## config.mk

```make
export PLATFORM = sky130hd
export DESIGN_NAME = ir_key_decoder
export DESIGN_NICKNAME = d
export VERILOG_FILES = /design/src/rtl/ir_pkg.sv /design/src/rtl/ir_event_fifo.sv /design/src/rtl/ir_key_decoder.sv
export SDC_FILE = /design/constraint.sdc
export NUM_CORES = 1
export LEC_CHECK = 0
export CAP_MARGIN = 15
export CORE_MARGIN = 5
export CORE_UTILIZATION = 57
export DETAILED_ROUTE_END_ITERATION = 6
export PLACE_DENSITY = 0.87
export SLEW_MARGIN = 5
export SYNTH_ARGS = -nofsm -noshare
export SYNTH_HDL_FRONTEND = slang
export SYNTH_SLANG_ARGS = --single-unit
```

## constraint.sdc

```tcl
create_clock -name i_CLOCK_POS -period 4.3 [get_ports i_CLOCK_POS]
set_clock_uncertainty 0.15 [all_clocks]
set_input_delay 1.29 -clock i_CLOCK_POS [delete_from_list [all_inputs] [get_ports i_CLOCK_POS]]
set_output_delay 1.29 -clock i_CLOCK_POS [all_outputs]
set_load 0.05 [all_outputs]
```

## src/rtl/ir_pkg.sv

```systemverilog
// Shared types and field positions for the NEC IR key decoder.
// Frame layout, event bundle and FSM encoding.
package ir_pkg;

  typedef enum logic {
    IDLE  = 1'b0,
    CHECK = 1'b1
  } state_e;

  localparam int ADDR_LSB  = 0;
  localparam int IADDR_LSB = 8;
  localparam int CMD_LSB   = 16;
  localparam int ICMD_LSB  = 24;

  localparam int EVT_W = 17;

  typedef struct packed {
    logic       rep;
    logic [7:0] addr;
    logic [7:0] cmd;
  } key_evt_t;

endpackage

```

## src/rtl/ir_event_fifo.sv

```systemverilog
// First-word-fall-through event FIFO.
// Head reads as zero while empty.
module ir_event_fifo #(
  parameter int DEPTH = 4,
  parameter int WIDTH = 17,
  localparam int AW = $clog2(DEPTH)
) (
  input  logic             clk,
  input  logic             rst_n,
  input  logic             push,
  input  logic [WIDTH-1:0] wdata,
  input  logic             pop,
  output logic [WIDTH-1:0] rdata,
  output logic             full,
  output logic             empty,
  output logic [AW:0]      count
);

  logic [WIDTH-1:0] mem_q [DEPTH];
  logic [AW-1:0]    wr_ptr_q, wr_ptr_d;
  logic [AW-1:0]    rd_ptr_q, rd_ptr_d;
  logic [AW:0]      count_q, count_d;
  logic             do_push, do_pop;

  assign full  = (count_q == (AW+1)'(DEPTH));
  assign empty = (count_q == '0);
  assign count = count_q;
  assign rdata = empty ? '0 : mem_q[rd_ptr_q];

  // Full is judged before any same-cycle pop.
  always_comb begin
    do_push  = push & ~full;
    do_pop   = pop & ~empty;
    wr_ptr_d = wr_ptr_q + AW'(do_push);
    rd_ptr_d = rd_ptr_q + AW'(do_pop);
    count_d  = count_q + (AW+1)'(do_push)
             - (AW+1)'(do_pop);
  end

  always_ff @(posedge clk) begin
    if (do_push) mem_q[wr_ptr_q] <= wdata;
  end

  always_ff @(posedge clk or negedge rst_n) begin
    if (!rst_n) begin
      wr_ptr_q <= '0;
      rd_ptr_q <= '0;
      count_q  <= '0;
    end else begin
      wr_ptr_q <= wr_ptr_d;
      rd_ptr_q <= rd_ptr_d;
      count_q  <= count_d;
    end
  end

endmodule

```

## src/rtl/ir_key_decoder.sv

```systemverilog
// Turns NEC receiver frames into validated key events
// (press/repeat) queued behind a valid/ready handshake.
module ir_key_decoder
  import ir_pkg::*;
#(
  parameter int unsigned REPEAT_WINDOW = 6_000_000,
  parameter logic [7:0]  ADDRESS       = 8'h00,
  parameter bit          CHECK_ADDR    = 1'b1,
  parameter int          DEPTH         = 4
) (
  input  logic        i_CLOCK_POS,
  input  logic        i_RESET_NEG,
  input  logic        i_DATA_READY,
  input  logic [31:0] i_DATA,
  output logic        o_KEY_VALID,
  input  logic        i_KEY_READY,
  output logic [7:0]  o_KEY_ADDR,
  output logic [7:0]  o_KEY_CMD,
  output logic        o_KEY_REPEAT,
  output logic [7:0]  o_DROP_COUNT,
  output logic        o_OVERFLOW
);

  localparam int AW = $clog2(DEPTH);
  localparam logic [23:0] WIN = 24'(REPEAT_WINDOW);

  state_e      state_q, state_d;
  logic        rdy1_q, rdy1_d;
  logic        rdy2_q, rdy2_d;
  logic [31:0] frame_q, frame_d;
  logic [7:0]  last_cmd_q, last_cmd_d;
  logic        last_vld_q, last_vld_d;
  logic [23:0] gap_q, gap_d;
  logic [7:0]  drop_q, drop_d;
  logic        ovf_q, ovf_d;

  logic        new_frame, frame_ok, push;
  logic [7:0]  f_addr, f_iaddr, f_cmd, f_icmd;
  key_evt_t    evt, head;
  logic        fifo_full, fifo_empty;
  logic [AW:0] fifo_count_unused;

  assign f_addr  = frame_q[ADDR_LSB  +: 8];
  assign f_iaddr = frame_q[IADDR_LSB +: 8];
  assign f_cmd   = frame_q[CMD_LSB   +: 8];
  assign f_icmd  = frame_q[ICMD_LSB  +: 8];

  always_comb begin
    rdy1_d     = i_DATA_READY;
    rdy2_d     = rdy1_q;
    new_frame  = rdy1_q & ~rdy2_q;
    frame_ok   = (f_addr == ~f_iaddr)
               && (f_cmd == ~f_icmd)
               && (!CHECK_ADDR || f_addr == ADDRESS);
    state_d    = state_q;
    frame_d    = frame_q;
    last_cmd_d = last_cmd_q;
    last_vld_d = last_vld_q;
    gap_d      = (gap_q >= WIN) ? WIN : gap_q + 24'd1;
    drop_d     = drop_q;
    push       = 1'b0;
    evt        = '0;
    unique case (state_q)
      IDLE: begin
        if (new_frame) begin
          frame_d = i_DATA;
          state_d = CHECK;
        end
      end
      CHECK: begin
        state_d = IDLE;
        if (frame_ok) begin
          evt.rep    = last_vld_q
                     && (f_cmd == last_cmd_q)
                     && (gap_q < WIN);
          evt.addr   = f_addr;
          evt.cmd    = f_cmd;
          push       = 1'b1;
          last_cmd_d = f_cmd;
          last_vld_d = 1'b1;
          gap_d      = '0;
        end else if (drop_q != 8'hFF) begin
          drop_d = drop_q + 8'd1;
        end
      end
      default: state_d = IDLE;
    endcase
    ovf_d = ovf_q | (push & fifo_full);
  end

  // Ready regs reset high so a level held across reset is not an edge.
  always_ff @(posedge i_CLOCK_POS or negedge i_RESET_NEG) begin
    if (!i_RESET_NEG) begin
      state_q    <= IDLE;
      rdy1_q     <= 1'b1;
      rdy2_q     <= 1'b1;
      frame_q    <= '0;
      last_cmd_q <= '0;
      last_vld_q <= 1'b0;
      gap_q      <= WIN;
      drop_q     <= '0;
      ovf_q      <= 1'b0;
    end else begin
      state_q    <= state_d;
      rdy1_q     <= rdy1_d;
      rdy2_q     <= rdy2_d;
      frame_q    <= frame_d;
      last_cmd_q <= last_cmd_d;
      last_vld_q <= last_vld_d;
      gap_q      <= gap_d;
      drop_q     <= drop_d;
      ovf_q      <= ovf_d;
    end
  end

  ir_event_fifo #(
    .DEPTH (DEPTH),
    .WIDTH (EVT_W)
  ) u_fifo (
    .clk   (i_CLOCK_POS),
    .rst_n (i_RESET_NEG),
    .push  (push),
    .wdata (evt),
    .pop   (o_KEY_VALID & i_KEY_READY),
    .rdata (head),
    .full  (fifo_full),
    .empty (fifo_empty),
    .count (fifo_count_unused)
  );

  assign o_KEY_VALID  = ~fifo_empty;
  assign o_KEY_ADDR   = head.addr;
  assign o_KEY_CMD    = head.cmd;
  assign o_KEY_REPEAT = head.rep;
  assign o_DROP_COUNT = drop_q;
  assign o_OVERFLOW   = ovf_q;

endmodule

```

==> flow_summary.json <==
{
  "drt_drc_violations_left": 0,
  "rows": 39,
  "dp_hpwl_mm": 8.27,
  "synth_common_cells": "dfrtp_1 (72), edfxtp_1 (68), xor2_1 (35), mux2_2 (33), nor2_1 (28)",
  "nets": 586,
  "finalCoreUtilization_pct": 71.1,
  "max_freq_mhz": 245,
  "core_region_area_sq_mm": 0.0113,
  "synth.area.top_cells": "edfxtp_1 (31%), dfrtp_1 (28%), mux4_2 (5.9%)",
  "cts_resized": 0,
  "power_leakage_nw": 3.15,
  "layout.cells.non_filler": 697,
  "place_area_sq_mm": 0.00745,
  "worstMarginPinSlew_ps": 1000,
  "synth_edf_count": 68,
  "ys_seq_area_share_pct": 64.0,
  "cts.clk_slew.worst_paths_ps": 60,
  "first_pass_iters": 5,
  "cts_max_level": 4,
  "io-pin-count": 63,
  "grt_overflow": 0,
  "p_sw_mw": 1.42,
  "end_kind": "output port",
  "io_buffers": 62,
  "cts_setup_buffers": 0,
  "max_cap_viol_count": 0,
  "r2r_setup_slack_ps": 1080,
  "fin_area_sq_mm": 0.00804,
  "cts.root.buffer_cell": "clkbuf_16",
  "grt_setup_unrepaired": "false",
  "die_width_um": 117,
  "track_usage_pct": 20.2,
  "avgRoutedWirePerCell_um": 17.4,
  "yosysMostFrequentCell": "dfrtp_1",
  "antenna_cells": 0,
  "ant_nets": 0,
  "vdd_drop_max_uv": 461,
  "cts_inserted_buffers": 17,
  "grt_pass1_wl_mm": 20.8,
  "worstPathMaxFanout": 11,
  "initial_core_util_pct": 57.4,
  "sw_frac_of_total_pct": 32.7,
  "tns_ps": 0,
  "fin_crit_ps": 4090,
  "synth.top_cell.area_share_pct": 31.4,
  "syn_area_sq_mm": 0.00650,
  "whs_ps": 221,
  "synth_top_area_cell": "edfxtp_1",
  "clock_path_buffers": 2,
  "power.total_mw": 4.34,
  "cts_tree": "yes",
  "ys_seq_elements": 152,
  "p_int_mw": 2.92,
  "worst_setup_path_start_kind": "flip-flop",
  "clkSinkCount": 152,
  "power_frac_clock_pct": 32.5,
  "p_comb_share_pct": 27.0,
  "synthCells": 434,
  "fin_crit_sh_pct": 95.1,
  "drt_iter0_drc": 247,
  "outcome": "finished, final reports clean",
  "dp.cells": 665,
  "routed_wl_mm": 12.1,
  "hold_viol_final": 0,
  "clkLatencyLatePin_ps": 410,
  "grt_pass1_vias": 4142,
  "slew_viol_final": 0,
  "dieArea_sq_mm": 0.0136,
  "required_ps": 2860,
  "finalWorstSetupSlack_ps": 211,
  "drive_above_1_share_pct": 21.3,
  "grt_max_degree": 85,
  "setup_viol": 0,
  "arrival_ps": 2650,
  "routabilityCongestion": 0.823,
  "cts_hold_buf": 0,
  "timing.max_slew.rel_slack_pct": 33.1,
  "via_per_inst": 5.40,
  "grt_antenna_before_repair": 0,
  "synth_async_sr_flop_share_pct": 55.3,
  "dp_slack_ps": 623,
  "fp.dieH_um": 117,
  "avgSynthCellArea_sq_um": 15.0,
  "syn_to_final_growth_pct": 23.8,
  "pwr-share-seq_pct": 40.5,
  "hold_class": "flip-flop to flip-flop",
  "critPathKind": "flip-flop to output port",
  "yosysWarnings": 0,
  "ys_types": 47,
  "synthFlopType": "dfrtp_1",
  "vias": 3765,
  "powerDensity_mw_per_mm2": 539
}
registers in the layout, summed over array words and instances (netlist names):
register,cells
frame_q,32
gap_q,24
last_cmd_q,8
last_vld_q,1
o_DROP_COUNT,8
o_OVERFLOW,1
rdy1_q,1
rdy2_q,1
state_q,1
u_fifo.count,3
u_fifo.mem_q,68
u_fifo.rd_ptr_q,2
u_fifo.wr_ptr_q,2
placed cells by master, fill, tap and decap left out, types with 4 or more instances in the layout:
| cell type | n |
|---|---|
| mux2_2 | 33 |
| clkbuf_16 | 17 |
| nand3_1 | 11 |
| inv_6 | 5 |
| nor4_1 | 7 |
| inv_1 | 9 |
| xor2_1 | 35 |
| xnor2_1 | 15 |
| mux4_2 | 17 |
| clkdlybuf4s50_1 | 61 |
| nand2_1 | 11 |
| conb_1 | 33 |
| dfstp_2 | 12 |
| o21a_1 | 5 |
| nor2_1 | 28 |
| edfxtp_1 | 68 |
| a21o_1 | 9 |
| ha_1 | 7 |
| buf_4 | 8 |
| clkinvlp_4 | 5 |
| nand4_1 | 13 |
| nor3_1 | 4 |
| nor2b_1 | 18 |
| dfrtp_1 | 72 |
| and3_1 | 13 |
area by class of cell:
cell class                 count  area, sq um
fill                         736         3280
tap                          143          179
sequential                   152         4160
timing repair buffer          71          718
clock buffer                  17          425
inverter                       9         33.8
multi-input combinational    291         2390
clock inverter                14          143
logic make-up (layout without fill, tap and decap cells):
kind of cell	Yosys count	count (layout)	share of synthesized area, %
DFF	152	152	64.0
xor gates and xnor gates	50	50	6.74
AOI/OAI and AO/OA	19	19	2.14
muxes	50	50	11.6
and+or+nand+nor	131	131	12.1
adders and majority gates	8	8	1.66
buffers and inverters	23	111	1.67
other	1	33	0.0577
worst max-delay path, stage by stage, from the launching register on:
cell and delay (ps):
dfrtp_1 650, buf_12 220, mux4_2 510, nor2b_1 140, clkdlybuf4s50_1 700
power groups by stage:
stage | Combinational (mW) | Clock (mW) | Sequential [mW]
6_report | 1.17 | 1.41 | 1.76
2_1_floorplan | 0.758 | 0 | 1.80
4_1_cts | 1.18 | 1.43 | 1.76
3_3_place_gp | 1.14 | 0 | 1.78
3_5_place_dp | 1.18 | 0 | 1.78
5_1_grt | 1.24 | 1.51 | 1.78
layer usage:
metal / up-vias / track usage (%) / part of all wire, %
met4: 0 / 6.88 / 1.1
met5: - / 0 / 0
met1: 1854 / 25.3 / 40
met2: 123 / 33.8 / 52
li1: 1775 / - / -
met3: 13 / 5.96 / 6.7
final timing paths:
kind,startpoint,endpoint,cells after the start
min in group asynchronous,i_RESET_NEG,gap_q[14],1
hold / removal,rdy1_q,rdy2_q,0
setup / recovery,u_fifo.rd_ptr_q[0],o_KEY_ADDR[1],4
max in group asynchronous,i_RESET_NEG,rdy2_q,2
setup reg to reg,frame_q[0],u_fifo.count[2],10
hold reg to reg,rdy1_q,rdy2_q,0
No activity file was read; power rests on OpenSTA's default activity.
